## src/rtl/req_ack_tx_fifo.sv

```systemverilog
// First-word-fall-through elastic buffer feeding the 4-phase req/ack transmitter.
// Tracks occupancy, raises almost_full, supports a synchronous flush and counts pops.
module req_ack_tx_fifo #(
    parameter  int unsigned DW       = 8,
    parameter  int unsigned DEPTH    = 8,
    parameter  int unsigned AF_LEVEL = 6,
    localparam int unsigned AW       = $clog2(DEPTH)
) (
    input  logic          clk_tx,
    input  logic          rst_b,
    input  logic          flush,
    input  logic          in_val,
    output logic          in_rdy,
    input  logic [DW-1:0] in_data,
    output logic          out_val,
    input  logic          out_rdy,
    output logic [DW-1:0] out_data,
    output logic [AW:0]   count,
    output logic          almost_full,
    output logic [15:0]   xfer_cnt
);

    localparam logic [AW:0] AF_CMP = (AW + 1)'(AF_LEVEL);
    localparam logic [AW:0] PTR_ONE = (AW + 1)'(1);

    logic [AW:0]   wr_ptr_q, wr_ptr_d;
    logic [AW:0]   rd_ptr_q, rd_ptr_d;
    logic [AW:0]   count_q, count_d;
    logic [15:0]   xfer_q, xfer_d;
    logic [DW-1:0] mem_q [DEPTH];

    logic full;
    logic empty;
    logic push;
    logic pop;

    // Status is derived from registered pointers only, so in_rdy never sees out_rdy.
    assign full  = (wr_ptr_q[AW] != rd_ptr_q[AW]) &&
                   (wr_ptr_q[AW-1:0] == rd_ptr_q[AW-1:0]);
    assign empty = (wr_ptr_q == rd_ptr_q);
    assign push  = in_val && !full;
    assign pop   = !empty && out_rdy;

    assign in_rdy      = !full;
    assign out_val     = !empty;
    assign out_data    = mem_q[rd_ptr_q[AW-1:0]];
    assign count       = count_q;
    assign almost_full = (count_q >= AF_CMP);
    assign xfer_cnt    = xfer_q;

    // Next-state: flush wins over any handshake in the same cycle.
    always_comb begin
        wr_ptr_d = wr_ptr_q;
        rd_ptr_d = rd_ptr_q;
        count_d  = count_q;
        xfer_d   = xfer_q;
        if (flush) begin
            wr_ptr_d = '0;
            rd_ptr_d = '0;
            count_d  = '0;
            xfer_d   = '0;
        end else begin
            if (push) begin
                wr_ptr_d = wr_ptr_q + PTR_ONE;
            end
            if (pop) begin
                rd_ptr_d = rd_ptr_q + PTR_ONE;
                xfer_d   = xfer_q + 16'd1;
            end
            case ({push, pop})
                2'b10:   count_d = count_q + PTR_ONE;
                2'b01:   count_d = count_q - PTR_ONE;
                default: count_d = count_q;
            endcase
        end
    end

    always_ff @(posedge clk_tx or negedge rst_b) begin
        if (!rst_b) begin
            wr_ptr_q <= '0;
            rd_ptr_q <= '0;
            count_q  <= '0;
            xfer_q   <= '0;
        end else begin
            wr_ptr_q <= wr_ptr_d;
            rd_ptr_q <= rd_ptr_d;
            count_q  <= count_d;
            xfer_q   <= xfer_d;
        end
    end

    // Storage is intentionally not reset; the head is only meaningful while out_val=1.
    always_ff @(posedge clk_tx) begin
        if (push && !flush) begin
            mem_q[wr_ptr_q[AW-1:0]] <= in_data;
        end
    end

endmodule

```

## config.mk

```make
export PLATFORM = sky130hd
export DESIGN_NAME = req_ack_tx_fifo
export DESIGN_NICKNAME = d
export VERILOG_FILES = /design/src/rtl/req_ack_tx_fifo.sv
export SDC_FILE = /design/constraint.sdc
export NUM_CORES = 1
export LEC_CHECK = 0
export BUFFER_PORTS_ARGS = -buffer_cell sky130_fd_sc_hd__buf_2
export CORE_UTILIZATION = 55
export DETAILED_ROUTE_END_ITERATION = 6
export GPL_ROUTABILITY_DRIVEN = 0
export HOLD_SLACK_MARGIN = 0.12
export PLACE_DENSITY = 0.75
export SLEW_MARGIN = 5
export SYNTH_ARGS = -nofsm -noshare
export SYNTH_HDL_FRONTEND = slang
export SYNTH_SLANG_ARGS = --single-unit
```

## constraint.sdc

```tcl
create_clock -name clk_tx -period 2.8 [get_ports clk_tx]
set_clock_uncertainty 0.05 [all_clocks]
set_input_delay 0.28 -clock clk_tx [delete_from_list [all_inputs] [get_ports clk_tx]]
set_output_delay 0.28 -clock clk_tx [all_outputs]
set_load 0.02 [all_outputs]
```

==> reports/results.txt <==
Run status = complete, no violations
Slowest-stage cell, CP = dfrtp_1
Horiz. Die Dim = 88.0 microns
Synth top area share = 0.472
Sequential share of the synthesized area = 0.644
Synth Warn # = 0
Drt wl/cell = 16.3 microns
Asr flop ratio synth = 0.304
Critical Path Fanout Max = 9
Post-Syn Area = 0.00407 sq mm
Synth area leaders = edfxtp_1 47%, dfrtp_1 17%, mux4_2 8.9%, xor2_1 3.9%, nor2_1 3.0%
Final core utilization = 0.633
First-pass GRT wire length = 10,800 microns
Crit path capture type = register
Final-layout fill cell count = 555
Io pins = 44
Mux contribution to synthesized area = 0.116
CTS Buffer Depth = 2
Leakage power = 1.78 nW
Main combinational cell family by area after synthesis = multiplexers
Crit-path cells = xnor2_4 -> nand4_1 -> nand2_1 -> a21oi_1 -> ha_1 -> a21o_1 -> a21oi_1 -> and3_1 -> o21ai_1 -> nor3b_2
Worst setup SP type = register
Clock Power Share = 0.262
Vias in the first global route = 2,192
Post-synthesis compound-gate area fraction = 0.0218
Antenna Nets Post-Route = 0
Most frequent cell on the critical path = a21oi_1
Max-Cap Viols = 0
Initial drt markers = 130
Hpwl dp = 4340 microns
Clock-pin slew on the worst setup and hold paths = 80 ps
Cell Int Power = 2.10 mW
Hold_ws = 141 ps
Area delta synth->final = 12.2%
Post-synth EDFFs = 64
Synthesized flop and latch total = 92
CTS sink cnt = 92
Max Fclk = 400 MHz
Worst EP required = 2960 ps
Clk_lat worst skew = 350 ps
Final TNS setup = 0 ps
Most common cell after layout, fill and taps aside = edfxtp_1
WL final = 6800 microns
Largest net degree at the start of global routing = 31
Vias per cell = 5.39
Setup bufs post-CTS = 0
Setup Crit Path Kind = reg -> reg
Gr usage total = 0.194
Tot Pwr = 2.92 mW
Post-Synth Adder-Cell Area = 0.0203
Syn nets = 278
Starting Density = 0.564
Total number of vias = 2,253
Setup ws final = 302 ps
Row count = 31
Hold crit path type = in -> reg
DRC viols = 0
Maximum VDD drop = 0.000376 V
Total global routing overflow = 0
Top FF cell, synth = edfxtp_1
Total Die Area = 0.00775 sq mm
Synth area leader = edfxtp_1
Final Setup Violations = 0
Most frequent cells in the layout = 64 x edfxtp_1, 43 x buf_2, 33 x nor2_1
Initial DRT Pass Iterations = 4
Slew Viols, Final = 0
Share of layout cells above drive strength 1 = 0.320
Synthesized instance count = 259
Final period utilization = 0.892
Yosys cell types = 40
Root buf cell = clkbuf_8
TritonCTS clock tree = done
Average instance area after synthesis = 15.7 sq um
CP arrival = 2660 ps
Port bufs = 43
Number of CTS-inserted buffers = 9
N_diodes = 0
Min Tclk post-route = 2500 ps
Initial antenna violation count = 0
Die span in y = 88.0 microns
Endpoints failing hold = 0
Pre-CTS setup slack = 288 ps
Synth Area in XOR/XNOR = 0.0682
Simple-gate portion of the synthesized area = 0.0986
Core area = 0.00721 sq mm
Worst Tran Pin Value = 631 ps
Comb pwr share = 0.206
RSZ-0062 raised after global routing = false
Sw frac = 0.281
Final nets = 333
Sequential share of power = 0.531
Pwr Density = 639 mW/mm^2
Slowest cell delay on critical path = 530 ps
Slew headroom = 0.579
Psw = 0.820 mW
H-Tree Depth = 3
-- timing repair --
| item | CTS | global route |
|---|---|---|
| hold buffers | 1 | 0 |
| hold endpoints to repair | 28 | 0 |
| gates resized for setup | 0 | 0 |
-- cell usage after synthesis (2+ instances only) --
cell type / n
clkbuf_1: 3
nand4_1: 11
ha_1: 5
edfxtp_1: 64
xnor2_2: 3
mux4_2: 16
buf_6: 2
mux2_2: 8
nor2_1: 33
clkbuf_8: 3
and3_1: 5
a21oi_1: 5
nand2b_1: 2
dfrtp_1: 28
mux2i_1: 2
inv_1: 3
nor3_1: 3
nand3_1: 5
a21o_1: 2
nand2_1: 12
nor3_2: 2
xor2_1: 18
xnor2_1: 5
and2_1: 2
buf_2: 2
-- metrics by stage --
stage | cell area (sq um) | instances
CTS | 4570 | 418
global route | 4570 | 418
global placement | 4390 | 401
detailed placement | 4390 | 401
floorplan | 4070 | 259
finish | 4570 | 418
-- flip-flops by register name, indices dropped and copies added (netlist names) --
signal    cells
count         4
mem_q        64
rd_ptr_q      4
wr_ptr_q      4
xfer_cnt     16
-- worst paths after layout --
check | start | endpoint | slack [ps] | cells past startpoint
setup / recovery | wr_ptr_q[0]$_DFFE_PN0P_ | count[3]$_DFFE_PN0P_ | 300 | 10
hold / removal | in_data[5] | mem_q[4][5]$_DFFE_PP_ | 140 | 1
setup reg to reg | wr_ptr_q[0]$_DFFE_PN0P_ | count[3]$_DFFE_PN0P_ | 300 | 10
hold reg to reg | xfer_cnt[15]$_DFFE_PN0P_ | xfer_cnt[15]$_DFFE_PN0P_ | 500 | 2
max in group asynchronous | rst_b | xfer_cnt[5]$_DFFE_PN0P_ | 1860 | 2
min in group asynchronous | rst_b | xfer_cnt[12]$_DFFE_PN0P_ | 430 | 2
-- cell families (layout without fill, tap and decap cells) --
kind of cell | Yosys count | count (layout)
flip-flops | 92 | 92
AND/OR/NAND/NOR | 80 | 80
XOR/XNOR | 27 | 27
multiplexers | 26 | 26
buffers and inverters | 16 | 76
AO/OA/AOI/OAI | 12 | 12
adder cells (fa/ha/maj) | 6 | 6
-- cell type report --
class | count | area, sq um | area share
Inverter | 3 | 11.3 | 0.00246
Tap cell | 99 | 124 | 0.0271
Timing Repair Buffer | 57 | 323 | 0.0706
Clock buffer | 10 | 128 | 0.0279
Clock inverter | 6 | 40.0 | 0.00876
Multi-Input combinational cell | 151 | 1320 | 0.289
Sequential cell | 92 | 2620 | 0.574
-- layer usage --
layer	routed length (microns)	global-route usage
met5	0	0
met4	128	0.0836
met3	219	0.0434
met2	3290	0.306
met1	3170	0.264
-- worst max-delay path: cells and delay by family, from the launching register on --
kind / cells / cell delay (ps)
AOI/OAI and AO/OA: 4 / 670
and+or+nand+nor: 4 / 610
DFF: 1 / 530
adders and majority gates: 1 / 290
xor gates and xnor gates: 1 / 220
-- power by group through the flow --
stage | logic [mW] | clock network [mW] | registers (mW)
CTS | 0.613 | 0.792 | 1.55
finish | 0.602 | 0.766 | 1.55
detailed placement | 0.611 | 0 | 1.58
global placement | 0.608 | 0 | 1.58
floorplan | 0.460 | 0 | 1.59
global route | 0.667 | 0.837 | 1.56
Power figures use the tool's default switching activity.
